`src/rtl/state_reg_pkg.sv`:
```
// state_reg_pkg: FSM encoding, clog2 and parameter legality check for state_reg_iter
package state_reg_pkg;
  typedef enum logic {IDLE = 1'b0, RUN = 1'b1} state_t;
  function automatic int clog2(input int v);
    int r;
    r = 0;
    while ((1 << r) < v) r++;
    return r;
  endfunction
  function automatic bit params_ok(input int rounds, input int rpc);
    return rpc > 0 && rpc <= rounds && rounds % rpc == 0;
  endfunction
endpackage

```
`src/rtl/state_reg_rnd_cnt.sv`:
```
// state_reg_rnd_cnt: round index counter stepping by RPC with last-round flag
module state_reg_rnd_cnt #(
  parameter int ROUNDS = 40,
  parameter int RPC = 1,
  parameter int RCW = 6
) (
  input  logic           clk,
  input  logic           rst,
  input  logic           clr,
  input  logic           step,
  output logic [RCW-1:0] cnt,
  output logic           last
);
  localparam logic [RCW-1:0] LAST_IDX = RCW'(ROUNDS - RPC);
  localparam logic [RCW-1:0] STEP_SZ = RCW'(RPC);
  logic [RCW-1:0] cnt_d, cnt_q;
  always_comb cnt_d = (clr || (step && last)) ? '0 : step ? cnt_q + STEP_SZ : cnt_q;
  always_ff @(posedge clk) cnt_q <= rst ? '0 : cnt_d;
  assign cnt = cnt_q;
  assign last = cnt_q == LAST_IDX;
endmodule

```
`src/rtl/state_reg_iter.sv`:
```
// state_reg_iter: cipher state register with clear/load/absorb and round sequencer
module state_reg_iter
  import state_reg_pkg::*;
#(
  parameter int WIDTH = 128,
  parameter logic [WIDTH-1:0] INIT_VALUE = '0,
  parameter int ROUNDS = 40,
  parameter int RPC = 1,
  localparam int RCW = clog2(ROUNDS + 1)
) (
  input  logic             clk,
  input  logic             rst,
  input  logic             clr,
  input  logic             load,
  input  logic             absorb,
  input  logic             start,
  input  logic [WIDTH-1:0] si,
  input  logic [WIDTH-1:0] skinnys,
  output logic [WIDTH-1:0] so,
  output logic [RCW-1:0]   rnd,
  output logic             busy,
  output logic             done
);
  if (!params_ok(ROUNDS, RPC)) begin : g_bad_params
    $error("state_reg_iter: ROUNDS must be a multiple of RPC and RPC <= ROUNDS");
  end
  state_t state_d, state_q;
  logic [WIDTH-1:0] so_d, so_q;
  logic done_d, done_q, last;
  state_reg_rnd_cnt #(.ROUNDS(ROUNDS), .RPC(RPC), .RCW(RCW)) u_cnt (
    .clk(clk),
    .rst(rst),
    .clr(state_q == IDLE),
    .step(state_q == RUN),
    .cnt(rnd),
    .last(last)
  );
  always_comb begin
    state_d = state_q;
    done_d = 1'b0;
    so_d = clr ? INIT_VALUE : load ? si : absorb ? so_q ^ si : so_q;
    if (state_q == RUN) begin
      so_d = skinnys;
      state_d = last ? IDLE : RUN;
      done_d = last;
    end else if (start) begin
      state_d = RUN;
    end
  end
  always_ff @(posedge clk) begin
    state_q <= rst ? IDLE : state_d;
    so_q <= rst ? INIT_VALUE : so_d;
    done_q <= rst ? 1'b0 : done_d;
  end
  assign so = so_q;
  assign busy = state_q == RUN;
  assign done = done_q;
endmodule
```
`config.mk`:
```
export PLATFORM = sky130hd
export DESIGN_NAME = state_reg_iter
export DESIGN_NICKNAME = d
export VERILOG_FILES = /design/src/rtl/state_reg_pkg.sv /design/src/rtl/state_reg_rnd_cnt.sv /design/src/rtl/state_reg_iter.sv
export SDC_FILE = /design/constraint.sdc
export NUM_CORES = 1
export LEC_CHECK = 0
export CORE_UTILIZATION = 30
export CTS_CLUSTER_DIAMETER = 40
export DETAILED_ROUTE_END_ITERATION = 12
export GPL_TIMING_DRIVEN = 0
export PLACE_DENSITY = 0.69
export RECOVER_POWER = 25
export SYNTH_ARGS = -nofsm -noshare
export SYNTH_HDL_FRONTEND = slang
export SYNTH_SLANG_ARGS = --single-unit
export TNS_END_PERCENT = 50
```
`constraint.sdc`:
```
create_clock -name clk -period 3.1 [get_ports clk]
set_input_delay 0.62 -clock clk [delete_from_list [all_inputs] [get_ports clk]]
set_output_delay 0.62 -clock clk [all_outputs]
set_load 0.02 [all_outputs]
```
==> results.tsv, run 1 <==
stage	metric	value	unit
synthesis	synthTopCellsByArea	dfxtp_1 35%, a211oi_1 12%, a31oi_1 10%, a21oi_1 8.3%, o21ai_0 7.7%	
drt	wirelength	34.1	mm
synthesis	syn_avg_cell_area	6.76	um2
worst_setup_path	crit_chain	dlygate4sd3_1, nor2b_1, clkbuf_1, buf_2, buf_2, a31oi_1, o21ai_0, a211oi_1	
grt	overflow	0	
clocking	cts_tree	built	
clocking	clock-sinks	136	
sta	hold_ws	0.456	ns
drt	drtIter0Drc	896	
synthesis	ys_seq_area_share	34.8	%
layout	final_nets	1835	
sta	min_period	2.65	ns
clocking	cts_buffers	17	
grt	antenna_found_initial	1	
clocking	htreeDepth	4	
run_status	status	complete, no violations	
sta	finalSetupViolCount	0	
grt	grt_max_degree	17	
sta	skew	0.00818	ns
layout	layout_commonest_cell	clkdlybuf4s50_1	
flow_run	cap_violations	0	
sta	slew_violations	0	
sta	hold_viol	0	
clocking	clkLatencyLatePin	0.41	ns
worst_setup_path	required	3.38	ns
drt	via_count	10200	
clocking	cts_hold_buf	0	
power_and_ir_drop	power.density	436	nW/um2
sta	rsz0062_at_grt	false	
floorplanning	dieWidth	163	um
drt	drcViolationCount	0	
synthesis	synth-seq-cells	136	
worst_setup_path	cpMostUsedCell	buf_2	
floorplanning	core	25400	um2
floorplanning	pin_count	398	
floorplanning	start_util	30.8	%
clocking	cts.repair.resized	0	
drt	viasPerCell	5.31	
clocking	postCtsSetupRepairBufs	0	
clocking	cts-root-buf	clkbuf_16	
placement	dp_hpwl	25.0	mm
synthesis	ys_types	30	
synthesis	syn_nets	1419	
grt	gr-usage-all-layers	24.8	%
floorplanning	die_height	163	um
drt	drtPass1Iterations	5	
floorplanning	rows	58	
worst_setup_path	cp_max_fo	10	
layout	layout-drive-gt1-share	3.85	%
layout	seqCellArea	2720	um2
worst_setup_path	endpoint_kind	flop	
worst_setup_path	cpPeakStageDelay	0.62	ns
worst_setup_path	worst-path-buf-inv	4	
synthesis	syn-instance-count	1156	
floorplanning	die_area	26700	um2
grt	grt_pass1_wl	52.1	mm
sta	finalCritPeriodShare	85.4	%
synthesis	syn_area	7810	um2
synthesis	yosys.area.top_type	dfxtp_1	
hold_path	hold_path.class	reg2reg	
worst_setup_path	path_class	in2reg	
placement	numPortBuffers	397	
power_and_ir_drop	leakage	4.87	nW
worst_setup_path	critPathArrivalTime	2.93	ns
layout	final_cell_mix	341 x clkdlybuf4s50_1, 136 x dfxtp_1, 135 x nor2_1, 129 x inv_1, 129 x a21oi_1	
sta	tightest_slew	0.922	ns
layout	syn2layout_area_growth	64.1	%
drt	drtAntennaViolNets	0	
clocking	cts.clk_slew.worst_paths	0.06	ns
worst_setup_path	worst_setup_path_start_kind	input pin	
layout	multi_input_area	4180	um2
sta	relSlewSlack	38.6	%
worst_setup_path	slowest_stage	clkbuf_1	
synthesis	ys_warn_count	0	
clocking	clockBufferDepth	2	
grt	grt_pass1_vias	9732	
placement	gp_congestion	0.878	
worst_setup_path	critPathTopFamily	buffers and inverters	
drt	post_drt_wl_per_cell	17.8	um
sta	fin_tns_setup	0	ns
synthesis	synth.top_cell.area_share	34.8	%
sta	max_freq	0.378	GHz
power_and_ir_drop	peakVddDrop	0.253	mV
layout	fillers	2546	
per-layer routing:
metal | routed length, um | global-route usage [%] | up-vias
met5 | 0 | 0 | -
met4 | 860 | 8.88 | 0
met3 | 2680 | 5.38 | 55
met2 | 16300 | 41.9 | 439
met1 | 14300 | 30.8 | 4764
li1 | - | - | 4908
synth_stat cells:
cell	count
a22oi_1	1
nand2_1	127
nand3b_1	2
mux2i_1	1
a221o_1	1
nor3b_1	1
clkbuf_1	54
a41o_1	1
nor3_1	2
nand2b_1	2
xor2_1	1
dfxtp_1	136
inv_1	129
or3b_2	1
nor2_1	135
nor2b_1	1
o21ai_0	120
nand3_1	1
a31oi_1	127
or3_1	1
a211oi_1	127
buf_2	21
buf_1	13
and4_1	1
buf_4	10
or2_1	1
xnor2_1	2
ha_1	1
a21oi_1	129
o21ai_1	7
per-stage QoR:
step	instances	worst slack, ns	power [mW]	util (%)	instance area, um2
after floorplan	1156	1.37	2.63	-	7810
after global routing	1915	0.278	5.83	50.5	12800
final	1915	0.454	5.58	50.5	12800
after detailed placement	1883	0.145	3.42	48.0	12200
after global placement	1883	0.182	3.40	48.0	12200
after CTS	1914	0.600	5.63	50.5	12800
cell families (layout without fill, tap and decap cells):
group                    after synthesis  after routing  synth area share [%]
multiplexers                           1              1                 0.128
buffers and inverters                227            655                  11.7
flip-flops                           136            136                  34.8
XOR/XNOR                               3              3                 0.336
other                                  0              1                     0
AO/OA/AOI/OAI                        513            513                  39.1
adder cells (fa/ha/maj)                1              1                 0.160
AND/OR/NAND/NOR                      275            275                  13.7
worst paths after layout:
check,slack [ns],startpoint,depth (start not counted),end
hold reg to reg,0.46,u_cnt.cnt[0],1,u_cnt.cnt[0]
setup / recovery,0.45,absorb,8,so[88]
setup reg to reg,0.82,busy,4,so[122]
hold / removal,0.46,u_cnt.cnt[0],1,u_cnt.cnt[0]
state kept, by name (all words and copies together) (netlist names):
name / flops
u_cnt.cnt: 6
so: 128
busy: 1
done: 1
where the power goes:
part           internal, mW  switching (mW)
combinational         0.685           0.702
sequential             1.87           0.122
clock                  1.37           0.839
total                  3.92            1.66
layout make-up:
class | instances | area share (%)
Antenna cell | 1 | 0.0195
Tap cell | 330 | 3.22
Clock inverter | 12 | 1.37
Inverter | 129 | 3.78
Sequential cell | 136 | 21.2
Timing Repair Buffer | 397 | 31.0
Buffer | 98 | 3.36
Multi-Input combinational cell | 793 | 32.6
Clock buffer | 19 | 3.46
worst register-to-register path: cells and delay by family, from the launching register on:
| kind | cells | cell delay [ns] |
|---|---|---|
| flops | 1 | 0.46 |
| buf+inv | 2 | 1.31 |
| compound gates | 1 | 0.26 |
| simple gates | 1 | 0.17 |
Power figures use the tool's default switching activity.
==> run 2, diff against run 1 <==
- PLACE_DENSITY: 0.69 -> 0.73
==> results.tsv, run 2 (synthesis gave the netlist of run 1 again) <==
stage	metric	value	unit	change
sta	finalSetupViolCount	0		unchanged
worst_setup_path	crit_chain	dlygate4sd3_1, nor2b_1, clkbuf_1, buf_1, a31oi_1, o21ai_0, a211oi_1		was dlygate4sd3_1, nor2b_1, clkbuf_1, buf_2, buf_2, a31oi_1, o21ai_0, a211oi_1
clocking	cts_tree	built		unchanged
placement	dp_hpwl	25.3	mm	was 25.0 mm
sta	finalCritPeriodShare	90.2	%	was 85.4%
grt	grt_pass1_vias	9610		was 9732
drt	drcViolationCount	0		unchanged
clocking	cts-root-buf	clkbuf_16		unchanged
drt	via_count	10200		about the same
grt	grt_max_degree	17		unchanged
floorplanning	die_height	163	um	unchanged
sta	max_freq	0.358	GHz	was 0.378 GHz
worst_setup_path	cp_max_fo	10		unchanged
clocking	cts_hold_buf	0		unchanged
grt	overflow	0		unchanged
layout	fillers	2520		was 2546
drt	post_drt_wl_per_cell	18.0	um	was 17.8 um
floorplanning	core	25400	um2	unchanged
layout	final_area	12800	um2	about the same
clocking	cts.clk_slew.worst_paths	0.06	ns	about the same
clocking	clock-sinks	136		unchanged
sta	rsz0062_at_grt	false		unchanged
sta	skew	0.0135	ns	was 0.00818 ns
placement	place_area	12200	um2	unchanged
layout	final_nets	1835		unchanged
floorplanning	start_util	30.8	%	unchanged
sta	min_period	2.80	ns	was 2.65 ns
worst_setup_path	endpoint_kind	flop		unchanged
floorplanning	rows	58		unchanged
clocking	htreeDepth	4		unchanged
clocking	cts_buffers	17		unchanged
sta	hold_viol	0		unchanged
sta	fin_tns_setup	0	ns	unchanged
sta	slew_violations	0		unchanged
layout	layout-drive-gt1-share	3.85	%	about the same
drt	wirelength	34.5	mm	was 34.1 mm
drt	viasPerCell	5.30		was 5.31
grt	gr-usage-all-layers	24.7	%	was 24.8%
power_and_ir_drop	power.density	433	nW/um2	was 436 nW/um2
drt	drtPass1Iterations	5		unchanged
floorplanning	dieWidth	163	um	unchanged
flow_run	cap_violations	0		unchanged
drt	drtIter0Drc	918		was 896
layout	largest_reg_flops	128		unchanged
worst_setup_path	cpPeakStageDelay	0.72	ns	was 0.62 ns
hold_path	hold_path.class	reg2reg		unchanged
layout	layout_commonest_cell	clkdlybuf4s50_1		unchanged
floorplanning	pin_count	398		unchanged
placement	numPortBuffers	397		unchanged
worst_setup_path	slowest_stage	clkbuf_1		unchanged
sta	tightest_slew	0.950	ns	was 0.922 ns
layout	post-route-util	50.5	%	about the same
grt	antenna_found_initial	2		was 1
clocking	clkLatencyLatePin	0.41	ns	about the same
grt	grt_pass1_wl	51.3	mm	was 52.1 mm
clocking	cts.repair.resized	0		unchanged
worst_setup_path	critPathArrivalTime	3.06	ns	was 2.93 ns
clocking	clockBufferDepth	2		unchanged
clocking	postCtsSetupRepairBufs	0		unchanged
drt	drtAntennaViolNets	0		unchanged
worst_setup_path	path_class	in2reg		unchanged
run_status	status	complete, no violations		unchanged
layout	syn2layout_area_growth	64.1	%	about the same
sta	relSlewSlack	36.7	%	was 38.6%
worst_setup_path	worst_setup_path_start_kind	input pin		unchanged
power_and_ir_drop	leakage	4.85	nW	was 4.87 nW
floorplanning	die_area	26700	um2	unchanged
layout	final_cell_mix	341 x clkdlybuf4s50_1, 136 x dfxtp_1, 135 x nor2_1, 129 x inv_1, 129 x a21oi_1		unchanged
placement	gp_congestion	0.865		was 0.878
power_and_ir_drop	peakVddDrop	0.357	mV	was 0.253 mV
worst_setup_path	required	3.36	ns	was 3.38 ns
sta	hold_ws	0.465	ns	was 0.456 ns
power_and_ir_drop	power	5.55	mW	was 5.58 mW
[run 2: final timing paths]
kind | from | end | slack (ns) | depth (start not counted)
max | absorb | so[115] | 0.30 | 7
min | u_cnt.cnt[0] | u_cnt.cnt[0] | 0.47 | 1
max reg2reg | busy | so[114] | 0.77 | 4
min reg2reg | u_cnt.cnt[0] | u_cnt.cnt[0] | 0.47 | 1
[run 2: cell type report]
type,count,area (um2),area share [%]
Multi-Input combinational cell,793,4180,32.6
Timing Repair Buffer,397,3970,31.0
Sequential cell,136,2720,21.2
Inverter,129,484,3.78
Clock buffer,20,447,3.48
Buffer,98,430,3.36
Tap cell,330,413,3.22
Clock inverter,12,165,1.29
Antenna cell,3,7.51,0.0586
[run 2: where the power goes]
group | internal (mW) | leakage (nW) | total (mW) | switching [mW]
combinational | 0.685 | 3.44 | 1.39 | 0.704
clock | 1.30 | 0.288 | 2.17 | 0.866
sequential | 1.87 | 1.12 | 1.99 | 0.124
total | 3.86 | 4.85 | 5.55 | 1.69
[run 2: stage by stage]
step,std cells,setup slack (ns)
3_3_place_gp,1883,0.0740
4_1_cts,1915,0.486
3_5_place_dp,1883,0.0508
6_report,1918,0.304
2_1_floorplan,1156,1.37
5_1_grt,1917,0.222
[run 2: worst max-delay path, delay by kind of cell]
family,cells,cell delay (ns)
buffers and inverters,3,1.91
AO/OA/AOI/OAI,3,0.37
AND/OR/NAND/NOR,1,0.15
[run 2: layer usage]
metal,track usage [%],part of all wire [%],routed length [um],vias to the layer above
li1,-,-,-,4904
met1,30.2,41,14200,4760
met2,41.1,48,16400,444
met3,5.59,7.9,2720,65
met4,11.0,3.4,1160,0
met5,0,0,0,-
